<file path="src/rtl/bundle_stream_ctrl.sv">
// rtl/bundle_stream_ctrl.sv - sequencer for the bundling counter bank and the 256-bit sign-vector stream
// Gates core results into the counters, waits out the sign pipeline, then streams NSEG beats.
module bundle_stream_ctrl #(
  parameter int CORENUM  = 14,
  parameter int NSEG     = 4,
  parameter int PIPE_LAT = 3,
  parameter int CW       = 27
) (
  input  logic                      clk,
  input  logic                      rst,
  input  logic                      start,
  input  logic [CORENUM-1:0]        core_valid,
  input  logic                      core_last,
  input  logic                      dst_ready,
  output logic [CORENUM-1:0]        store,
  output logic                      store_flag,
  output logic                      stream_v,
  output logic [$clog2(NSEG)-1:0]   stream_i,
  output logic                      dst_valid,
  output logic                      dst_last,
  output logic                      busy,
  output logic                      done,
  output logic [CW-1:0]             acc_cnt
);

  localparam int IW = $clog2(NSEG);
  localparam int DW = $clog2(PIPE_LAT + 1) + 1;
  localparam logic [IW:0]   SEG_END   = (IW + 1)'(NSEG);
  localparam logic [IW:0]   LAST_SEG  = (IW + 1)'(NSEG - 1);
  localparam logic [DW-1:0] DRAIN_END = DW'(PIPE_LAT);

  typedef enum logic [2:0] {
    IDLE   = 3'd0,
    ACCUM  = 3'd1,
    DRAIN  = 3'd2,
    STREAM = 3'd3,
    DONE   = 3'd4
  } state_t;

  state_t            state_q, state_d;
  logic [CORENUM-1:0] store_q, store_d;
  logic              store_flag_q, store_flag_d;
  logic              first_q, first_d;
  logic [CW-1:0]     acc_cnt_q, acc_cnt_d;
  logic [DW-1:0]     drain_cnt_q, drain_cnt_d;
  logic [IW:0]       issue_idx_q, issue_idx_d;
  logic              dst_valid_q, dst_valid_d;
  logic              dst_last_q, dst_last_d;

  logic issue;
  logic consume;
  logic drain_done;

  // A new segment may be captured whenever the output slot is empty or emptying this cycle.
  assign issue      = (state_q == STREAM) && (issue_idx_q < SEG_END) && (!dst_valid_q || dst_ready);
  assign consume    = dst_valid_q && dst_ready;
  assign drain_done = (state_q == DRAIN) && (drain_cnt_q == DRAIN_END);

  always_ff @(posedge clk) begin
    if (rst) begin
      state_q      <= IDLE;
      store_q      <= '0;
      store_flag_q <= 1'b0;
      first_q      <= 1'b0;
      acc_cnt_q    <= '0;
      drain_cnt_q  <= '0;
      issue_idx_q  <= '0;
      dst_valid_q  <= 1'b0;
      dst_last_q   <= 1'b0;
    end else begin
      state_q      <= state_d;
      store_q      <= store_d;
      store_flag_q <= store_flag_d;
      first_q      <= first_d;
      acc_cnt_q    <= acc_cnt_d;
      drain_cnt_q  <= drain_cnt_d;
      issue_idx_q  <= issue_idx_d;
      dst_valid_q  <= dst_valid_d;
      dst_last_q   <= dst_last_d;
    end
  end

  always_comb begin
    state_d = state_q;
    unique case (state_q)
      IDLE:    if (start) state_d = ACCUM;
      ACCUM:   if (core_last) state_d = DRAIN;
      DRAIN:   if (drain_done) state_d = STREAM;
      STREAM:  if (consume && dst_last_q) state_d = DONE;
      DONE:    state_d = IDLE;
      default: state_d = IDLE;
    endcase
  end

  always_comb begin
    store_d      = '0;
    store_flag_d = 1'b0;
    first_d      = first_q;
    acc_cnt_d    = acc_cnt_q;
    drain_cnt_d  = '0;
    issue_idx_d  = issue_idx_q;
    dst_valid_d  = dst_valid_q;
    dst_last_d   = dst_last_q;
    unique case (state_q)
      IDLE: begin
        if (start) begin
          first_d     = 1'b1;
          acc_cnt_d   = '0;
          issue_idx_d = '0;
        end
      end
      ACCUM: begin
        store_d = core_valid;
        // The first nonzero store tells the counters to load rather than accumulate.
        if (|core_valid) begin
          store_flag_d = first_q;
          first_d      = 1'b0;
          if (acc_cnt_q != {CW{1'b1}}) acc_cnt_d = acc_cnt_q + 1'b1;
        end
      end
      DRAIN: begin
        drain_cnt_d = drain_done ? '0 : drain_cnt_q + 1'b1;
        issue_idx_d = '0;
      end
      STREAM: begin
        if (issue) begin
          issue_idx_d = issue_idx_q + 1'b1;
          dst_valid_d = 1'b1;
          dst_last_d  = (issue_idx_q == LAST_SEG);
        end else if (consume) begin
          dst_valid_d = 1'b0;
          dst_last_d  = 1'b0;
        end
      end
      DONE: begin
        dst_valid_d = 1'b0;
        dst_last_d  = 1'b0;
      end
      default: ;
    endcase
  end

  always_comb begin
    store      = store_q;
    store_flag = store_flag_q;
    stream_v   = issue;
    stream_i   = issue_idx_q[IW-1:0];
    dst_valid  = dst_valid_q;
    dst_last   = dst_last_q;
    busy       = (state_q != IDLE);
    done       = (state_q == DONE);
    acc_cnt    = acc_cnt_q;
  end

endmodule

</file>
<file path="config.mk">
export PLATFORM = sky130hd
export DESIGN_NAME = bundle_stream_ctrl
export DESIGN_NICKNAME = d
export VERILOG_FILES = /design/src/rtl/bundle_stream_ctrl.sv
export SDC_FILE = /design/constraint.sdc
export NUM_CORES = 1
export LEC_CHECK = 0
export CAP_MARGIN = 5
export CORE_ASPECT_RATIO = 1.2
export CORE_MARGIN = 4
export CORE_UTILIZATION = 52
export DETAILED_ROUTE_END_ITERATION = 8
export HOLD_SLACK_MARGIN = 0.1
export PLACE_DENSITY = 0.93
export SYNTH_ARGS = -nofsm -noshare
export SYNTH_HDL_FRONTEND = slang
export SYNTH_SLANG_ARGS = --single-unit
export TNS_END_PERCENT = 50
</file>
<file path="constraint.sdc">
create_clock -name clk -period 5.15 [get_ports clk]
set_clock_uncertainty 0.05 [all_clocks]
set_input_delay 0.7725 -clock clk [delete_from_list [all_inputs] [get_ports clk]]
set_output_delay 0.7725 -clock clk [all_outputs]
set_load 0.1 [all_outputs]
</file>
=== After elaboration in Yosys (flattened, before gate mapping) ===
Index checks and enable logic that the tools add are counted.
Widths: inputs -> output; s select.

* Bitwise logic cells: 3
* Mux-type cells: 20
* Add/subtract/negate cells: 3
* Order comparisons: 1
* Eq/ne operators: 15
* Reduce and logical (&&, ||, !) cells: 21

{| class="wikitable"
|+ Operators with widths
! operator !! number
|-
| $mux 27 || 3
|-
| $pmux 27 s2 || 1
|-
| $add 27x1->27 const B || 1
|-
| $ne 27x27->1 const B || 1
|-
| $mux 3 || 6
|-
| $reduce_or 14->1 || 1
|-
| $eq 3x2->1 const B || 4
|-
| $ne 2x2->1 const B || 6
|-
| $pmux 3 s4 || 1
|-
| $pmux 3 s3 || 1
|-
| $reduce_and 4->1 || 2
|-
| $add 3x1->3 const B || 2
|-
| $pmux 1 s2 || 3
|-
| $reduce_and 3->1 || 2
|-
| $reduce_bool 3->1 || 2
|-
| $reduce_or 3->1 || 2
|-
| $logic_and 1x1->1 || 5
|-
| $mux 1 || 5
|-
| $reduce_bool 2->1 || 2
|-
| $eq 3x1->1 const B || 1
|-
| $eq 3x3->1 const B || 1
|-
| $logic_not 3->1 || 1
|-
| $lt 3x3->1 const B || 1
|-
| $ne 3x3->1 const B || 1
|-
| other kinds (6) || 8
|}

* Flip-flop bits (word level): 54
* Output and inout port bits: 49
* Word-level logic and storage cells: 72

=== Longest topological paths before layout ===
* Word-level depth: 5
* Gate-level depth with buffers: 7
* Gate-level depth less buffers: 6

=== Worst setup path after synthesis ===
OpenSTA, ideal clock, no wires.

* Path type: reg-to-reg
* Start point: register dst_valid_q, in the netlist dst_valid
* End point: register issue_idx_q[0]
* Library setup time: 0.128 ns
* Arrival: 4.067 ns
* Cell stages (with the launch flop): 6
* Setup slack: 0.906 ns
* Buffers on the path: 0
* Cell sequence: dfxtp_1 -> nor2b_1 -> nor3_1 -> o21ai_0 -> mux2i_1 -> nor2_1

* Longest elaborated chain between the ends: 5

{| class="wikitable"
|+ Ends and longest elaborated chain
! item !! line !! source
|-
| from (decl) || 47 || <nowiki>logic dst_valid_q, dst_valid_d;</nowiki>
|-
| from (signal assigned) || 78 || <nowiki>dst_valid_q <= dst_valid_d;</nowiki>
|-
| $logic_not 1->1 || 55 || <nowiki>assign issue = (state_q == STREAM) && (issue_idx_q < SEG_END) && (!dst_valid_q || dst_ready);</nowiki>
|-
| $logic_or 1x1->1 || 55 ||
|-
| $logic_and 1x1->1 || 55 ||
|-
| net stream_v || 17 || <nowiki>output logic stream_v,</nowiki>
|-
| $ne 2x2->1 (no source line) || -- ||
|-
| $reduce_and 3->1 (no source line) || -- ||
|-
| to (signal assigned) || 77 || <nowiki>issue_idx_q <= issue_idx_d;</nowiki>
|-
| to (decl) || 46 || <nowiki>logic [IW:0] issue_idx_q, issue_idx_d;</nowiki>
|}

The timed path passes the listed nets, and every way through them passes these cells.
A chain may end at the register's enable or synchronous reset.

=== Worst setup path after layout ===
* Start point: input dst_ready
* End point: output stream_v

* Longest elaborated chain between the ends: 2

{| class="wikitable"
|+ Ends and longest elaborated chain
! item !! line !! source
|-
| from (decl) || 14 || <nowiki>input logic dst_ready,</nowiki>
|-
| $logic_or 1x1->1 || 55 ||
|-
| $logic_and 1x1->1 || 55 ||
|-
| to (decl) || 17 ||
|}

Every way passes these cells.

==> impl_metrics.py <==
metrics = {
    "yosys": {
        "synth_async_sr_flop_share_pct": 0,
        "synth-seq-area-share_pct": 40.83,
        "synth.area.top_cells": "sky130_fd_sc_hd__dfxtp_1, sky130_fd_sc_hd__a31oi_1, sky130_fd_sc_hd__and2_1",
        "post_synth_inst_count": 305,
        "synth_top_flop_cell": "sky130_fd_sc_hd__dfxtp_1",
        "postSynthAreaPerCell_um2": 8.680,
        "synth_top_area_share_pct": 40.83,
        "syn_area_um2": 2648,
        "synth.yosys.warnings": 0,
        "synth_edf_count": 0,
        "synth_cell_types": 52,
        "yosys_register_bits": 54,
        "synth_top_cell_by_area": "sky130_fd_sc_hd__dfxtp_1",
        "synth_net_count": 329,
    },
    "floorplan": {
        "start_util_pct": 53.60,
        "number_of_rows_created_at_floorplan": 28,
        "die_height_um": 86.17,
        "dieArea_um2": 6302,
        "pin_count": 68,
        "design.core.area_um2": 4940,
        "die_width_um": 73.14,
    },
    "clock_tree": {
        "cts_hold_buffers": 0,
        "clock_sink_count": 54,
        "clkSlewWorstSetupHoldPaths_ns": 0.10,
        "cts_tree": "done",
        "cts.repair.resized": 0,
        "clockBufferDepth": 2,
        "tritoncts_buffers": 5,
        "post_cts.repair.setup_buffers": 0,
        "clk-insertion-delay-late_ns": 0.31,
        "clock-root-buffer": "sky130_fd_sc_hd__clkbuf_8",
        "ctsHtreeMaxLevel": 2,
    },
    "placed_design": {
        "gpl.final_weighted_congestion": 0.8803,
        "post_placement_cell_area_um2": 3274,
        "final_hpwl_from_detailed_placement_mm": 4.789,
        "placed_cells": 415,
        "placement.setup.worst_slack_ns": 1.349,
        "io_buffers": 67,
    },
    "setup_path": {
        "worst-endpoint-arrival_ns": 3.02,
        "worstPathMaxFanout": 5,
        "criticalPathCategory": "in -> out",
        "worstPathRequired_ns": 4.33,
        "start_kind": "input port",
        "endpoint_kind": "output port",
    },
    "layout": {
        "final_design_area_no_fill_um2": 3368,
        "layout.filler_cells": 403,
        "fin_util_pct": 68.19,
        "insertedDiodeCount": 0,
        "multiInputGateArea_um2": 1403,
        "nets": 386,
        "final_cells": 423,
        "post_route_cells_drive_above_1_share_pct": 5.785,
        "seqCellArea_um2": 1081,
        "synthToLayoutAreaGrowth_pct": 27.22,
    },
    "power_and_ir_drop": {
        "vdd.ir_drop.worst_mv": 0.1725,
        "combPwrFrac_pct": 18.0,
        "power.static_leakage_nw": 1.128,
        "report.power.total_mw": 0.8291,
        "intPower_mw": 0.5685,
        "seqPwrFrac_pct": 52.5,
        "p_clk_share_pct": 29.5,
        "power.switching_fraction_pct": 31.43,
        "pwr_density_cell_nw_per_um2": 246.1,
        "netSwitchingPower_mw": 0.2606,
    },
    "sta": {
        "achievable-frequency_mhz": 260.6,
        "fin_tns_setup_ns": 0,
        "final-max-slew-violation-count": 0,
        "fin_crit_sh_pct": 74.53,
        "slew_headroom_pct": 28.58,
        "hold_viol_final": 0,
        "min_period_ns": 3.838,
        "worst_slack_ns": 1.312,
        "grt_setup_unrepaired": "no",
        "setup-violations-final": 0,
        "hold_ws_ns": 0.3762,
        "tightest_pin_transition_ns": 1.068,
    },
    "drt": {
        "number_of_iterations_in_the_first_detailed_routing_pass": 5,
        "drt-total-wl_mm": 6.770,
        "drcViolationCount": 0,
        "routed_via_density": 6.132,
        "drt_first_iter_violations": 243,
        "avgRoutedWirePerCell_um": 16.00,
        "vias_post_dr": 2594,
        "ant_nets": 0,
    },
    "global_route": {
        "antenna_found_initial": 0,
        "number_of_global_route_vias_before_repair": 2459,
        "grt_pass1_wl_mm": 11.11,
        "grt.overflow.total": 0,
        "grt_max_degree": 28,
        "groute.usage.overall_pct": 21.52,
    },
    "hold_path": {
        "min_path_type": "reg -> reg",
    },
    "outcome": {
        "run_status": "complete, no violations",
    },
    "flow_run": {
        "max_cap_viol_count": 0,
    },
}
## per-layer routing
metal | GRT usage [%] | share of wire (%) | vias to the layer above | wire [µm]
li1 | - | - | 1259 | -
met1 | 25.96 | 41 | 1216 | 2749
met2 | 37.67 | 51 | 107 | 3446
met3 | 3.986 | 6.8 | 12 | 459
met4 | 7.215 | 1.7 | 0 | 113
met5 | 0 | 0 | - | 0
## sequential cells by signal, summed over array words and instances, names as in the netlist
signal,flops
acc_cnt,27
store,14
drain_cnt_q,3
issue_idx_q,3
state_q,3
dst_last,1
dst_valid,1
first_q,1
store_flag,1
## area by class of cell
cell class,count,area share [%]
timing repair buffer,68,20.13
multi-input combinational,223,41.64
inverter,10,1.114
tap,60,2.229
clock inverter,3,0.7429
clock buffer,5,2.043
sequential,54,32.10
## critical path, stage by stage
cell	delay, ns
sky130_fd_sc_hd__clkdlybuf4s50_1	0.52
sky130_fd_sc_hd__nor2b_1	0.09
sky130_fd_sc_hd__nor3_1	0.40
sky130_fd_sc_hd__clkdlybuf4s50_1	1.23
## worst paths after layout
| path | end | cells after the start | slack [ns] | startpoint |
|---|---|---|---|---|
| worst max register to register | acc_cnt[8] | 6 | 2.27 | acc_cnt[0] |
| worst max-delay path | stream_v | 4 | 1.31 | dst_ready |
| worst min register to register | drain_cnt_q[0] | 1 | 0.38 | drain_cnt_q[0] |
| worst min-delay path | drain_cnt_q[0] | 1 | 0.38 | drain_cnt_q[0] |
## Yosys cell counts, types with 3 or more instances
cell / instances
sky130_fd_sc_hd__a21oi_1: 9
sky130_fd_sc_hd__and2_1: 17
sky130_fd_sc_hd__clkbuf_1: 8
sky130_fd_sc_hd__clkbuf_8: 4
sky130_fd_sc_hd__nor4_1: 5
sky130_fd_sc_hd__nor3_1: 10
sky130_fd_sc_hd__nor2_1: 24
sky130_fd_sc_hd__o21ai_0: 13
sky130_fd_sc_hd__nand2_1: 24
sky130_fd_sc_hd__dfxtp_1: 54
sky130_fd_sc_hd__ha_1: 5
sky130_fd_sc_hd__a41oi_1: 4
sky130_fd_sc_hd__mux2i_1: 3
sky130_fd_sc_hd__inv_1: 10
sky130_fd_sc_hd__a31oi_1: 24
sky130_fd_sc_hd__or4_1: 4
sky130_fd_sc_hd__o311ai_0: 3
sky130_fd_sc_hd__nand3_1: 16
sky130_fd_sc_hd__nand4_1: 4
sky130_fd_sc_hd__and4_1: 4
sky130_fd_sc_hd__a311oi_1: 7
sky130_fd_sc_hd__and3_1: 5
sky130_fd_sc_hd__nand2b_1: 8
## cells by family (layout without fill, tap and decap cells)
family | after synthesis | after routing | synth area share [%]
AOI/OAI and AO/OA | 76 | 76 | 19.47
adders and majority gates | 5 | 5 | 2.363
buffers and inverters | 28 | 86 | 6.427
DFF | 54 | 54 | 40.83
muxes | 3 | 3 | 1.134
and+or+nand+nor | 139 | 139 | 29.77
## power by group through the flow
stage | Clock (mW) | Combinational, mW | Sequential [mW]
global placement | 0 | 0.146 | 0.444
detailed placement | 0 | 0.148 | 0.445
global route | 0.261 | 0.159 | 0.437
finish | 0.245 | 0.149 | 0.435
CTS | 0.249 | 0.149 | 0.435
floorplan | 0 | 0.0706 | 0.481
## cell usage in the layout, fill, tap and decap left out, drive strengths merged, types with 3 or more instances in the layout
cell,instances
clkdlybuf4s50,67
dfxtp,54
nor2,24
nand2,24
a31oi,24
and2,17
nand3,17
o21ai,14
nor3,12
inv,11
a21oi,9
nand2b,8
a311oi,7
nor4,6
and3,6
ha,5
clkbuf,5
and4,5
nand4,5
or4,4
a41oi,4
mux2i,3
o311ai,3
a211oi,3
Power figures use the tool's default switching activity.
==> variant, RTL diff (same settings) <==
Change the parameter `CW` from 27 to 54.
--- a/src/rtl/bundle_stream_ctrl.sv
+++ b/src/rtl/bundle_stream_ctrl.sv
@@ -6,3 +6,3 @@
   parameter int PIPE_LAT = 3,
-  parameter int CW       = 27
+  parameter int CW       = 54
 ) (
Ports: changed (resized acc_cnt); port bits go from 68 to 95. No check against the original RTL was run, so the function may have changed too.
==> variant against the unedited design <==
Final area rose by 58%. Non-clock buffer count up 30. Synthesized area rose by 57%. Largest cell class unchanged. Utilization up 1.1 points. Register-to-register slack got worse by 360 ps. Combinational power rose by 50%. Worst hold slack improved by 23 ps. Cell count rose by 64%. Power increased by 69%. Worst setup slack improved by 90 ps. Highest routed layer unchanged. Wire length up 84%. Sequential cell count rose by 27.
==> variant: results (changes against the unedited design) <==
| Metric | Value |
|---|---|
| Status | `completed` |
| WL per Instance | `18.0 µm (+12%)` |
| Met3 wire length | `953 µm (+110%)` |
| Total track usage | `27.0% (+5.5 points)` |
| Crit-path max cell delay | `1190 ps (-40 ps)` |
| Max reg flops | `54 (+100%)` |
| H-tree levels | `3 (+1)` |
| CTS buffer count | `9 (+4)` |
| Worst skew pair latency | `360 ps (+50 ps)` |
| Cell variety after synth | `57 (+9.6%)` |
| Grt met1 use | `35.0% (+9.0 points)` |
| GRT met2 Usage | `43.7% (+6.1 points)` |
| R2R setup slack | `1910 ps (-360 ps)` |
| Met3 usage | `5.32% (+1.3 points)` |
| Number of global-route vias before repair | `4309 (+75%)` |
| Global-route wire length before repair | `20700 µm (+86%)` |
| Worst endpoint data arrival time | `2930 ps (-90 ps)` |
| Lkg Pwr | `0.00186 µW (+65%)` |
| Layout cells sized above 1 | `5.32% (-0.47 points)` |
| Met2 wire len | `6210 µm (+80%)` |
| Port buffer count | `94 (+40%)` |
| Syn_nets | `542 (+65%)` |
| Reg2Reg Depth | `7 (+1)` |
| Placed Area | `0.00511 mm² (+56%)` |
| Critical Path Fanout Max | `4 (-1)` |
| Total Nets Final | `621 (+61%)` |
| Largest net degree at the start of global routing | `43 (+54%)` |
| DR iter-0 viols | `395 (+63%)` |
| Vias | `4548 (+75%)` |
| Worst reg2reg endpoint | `acc_cnt[52]` |
| MaxCap Viol Count | `0 (unchanged)` |
| Max transition margin | `28.7% (+0.14 points)` |
| Max VDD drop | `0.201 mV (+16%)` |
| # fillers | `595 (+48%)` |
| Synth cell count leaders | `dfxtp_1 (81), nand3_1 (45), nor2_1 (42), a21oi_1 (41), o21ai_0 (32)` |
| Hpwl dp | `8560 µm (+79%)` |
| Synth area leaders | `dfxtp_1 (39%), nand3_1 (5.4%), a21oi_1 (4.9%)` |
| Critical path capture point | `stream_v` |
| M1 wire length | `4940 µm (+80%)` |
| Reg clk slew, reported paths | `90 ps` |
| Final Wtd Congestion | `1.01 (+15%)` |
| CP delay by family, top | `buffers and inverters` |
| Register area share after synthesis | `39.1% (-1.7 points)` |
==> variant: how the worst min path moves through the flow <==
stage	start	endpoint	slack (ps)
floorplan	drain_cnt_q[0]	drain_cnt_q[0]	350
global placement	drain_cnt_q[0]	drain_cnt_q[0]	360
detailed placement	drain_cnt_q[0]	drain_cnt_q[0]	380
CTS	drain_cnt_q[0]	drain_cnt_q[0]	400
global route	drain_cnt_q[0]	drain_cnt_q[0]	420
finish	drain_cnt_q[0]	drain_cnt_q[0]	400
==> variant: power breakdown <==
| part | total, µW | internal, µW | switching (µW) |
|---|---|---|---|
| logic | 223 | 60.7 | 163 |
| registers | 646 | 636 | 9.71 |
| clock network | 532 | 288 | 244 |
| total | 1400 | 985 | 417 |
==> variant: final cells by class <==
type                       instances  share of cell area, %
multi-input combinational        391                   43.9
sequential                        81                   30.4
timing repair buffer              98                   18.2
clock buffer                      10                   2.58
tap                               92                   2.16
clock inverter                     6                   1.69
inverter                          16                   1.13
==> variant: through the flow <==
stage / setup WS, ps / std cells / utilization, % / hold slack (ps)
2_1_floorplan: 1880 / 518 / - / 349
3_3_place_gp: 1510 / 678 / 66.3 / 357
3_5_place_dp: 1430 / 678 / 66.3 / 382
4_1_cts: 1420 / 694 / 69.2 / 403
5_1_grt: 1310 / 694 / 69.2 / 424
6_report: 1400 / 694 / 69.2 / 400
==> variant: cells by family (layout without fill, tap and decap cells) <==
logic type / Yosys count / count (layout) / synth area share [%]
AND/OR/NAND/NOR: 251 / 251 / 34.2
AO/OA/AOI/OAI: 132 / 132 / 19.9
flip-flops: 81 / 81 / 39.1
buffers and inverters: 46 / 130 / 4.56
adder cells (fa/ha/maj): 5 / 5 / 1.51
multiplexers: 2 / 2 / 0.483
XOR/XNOR: 1 / 1 / 0.211
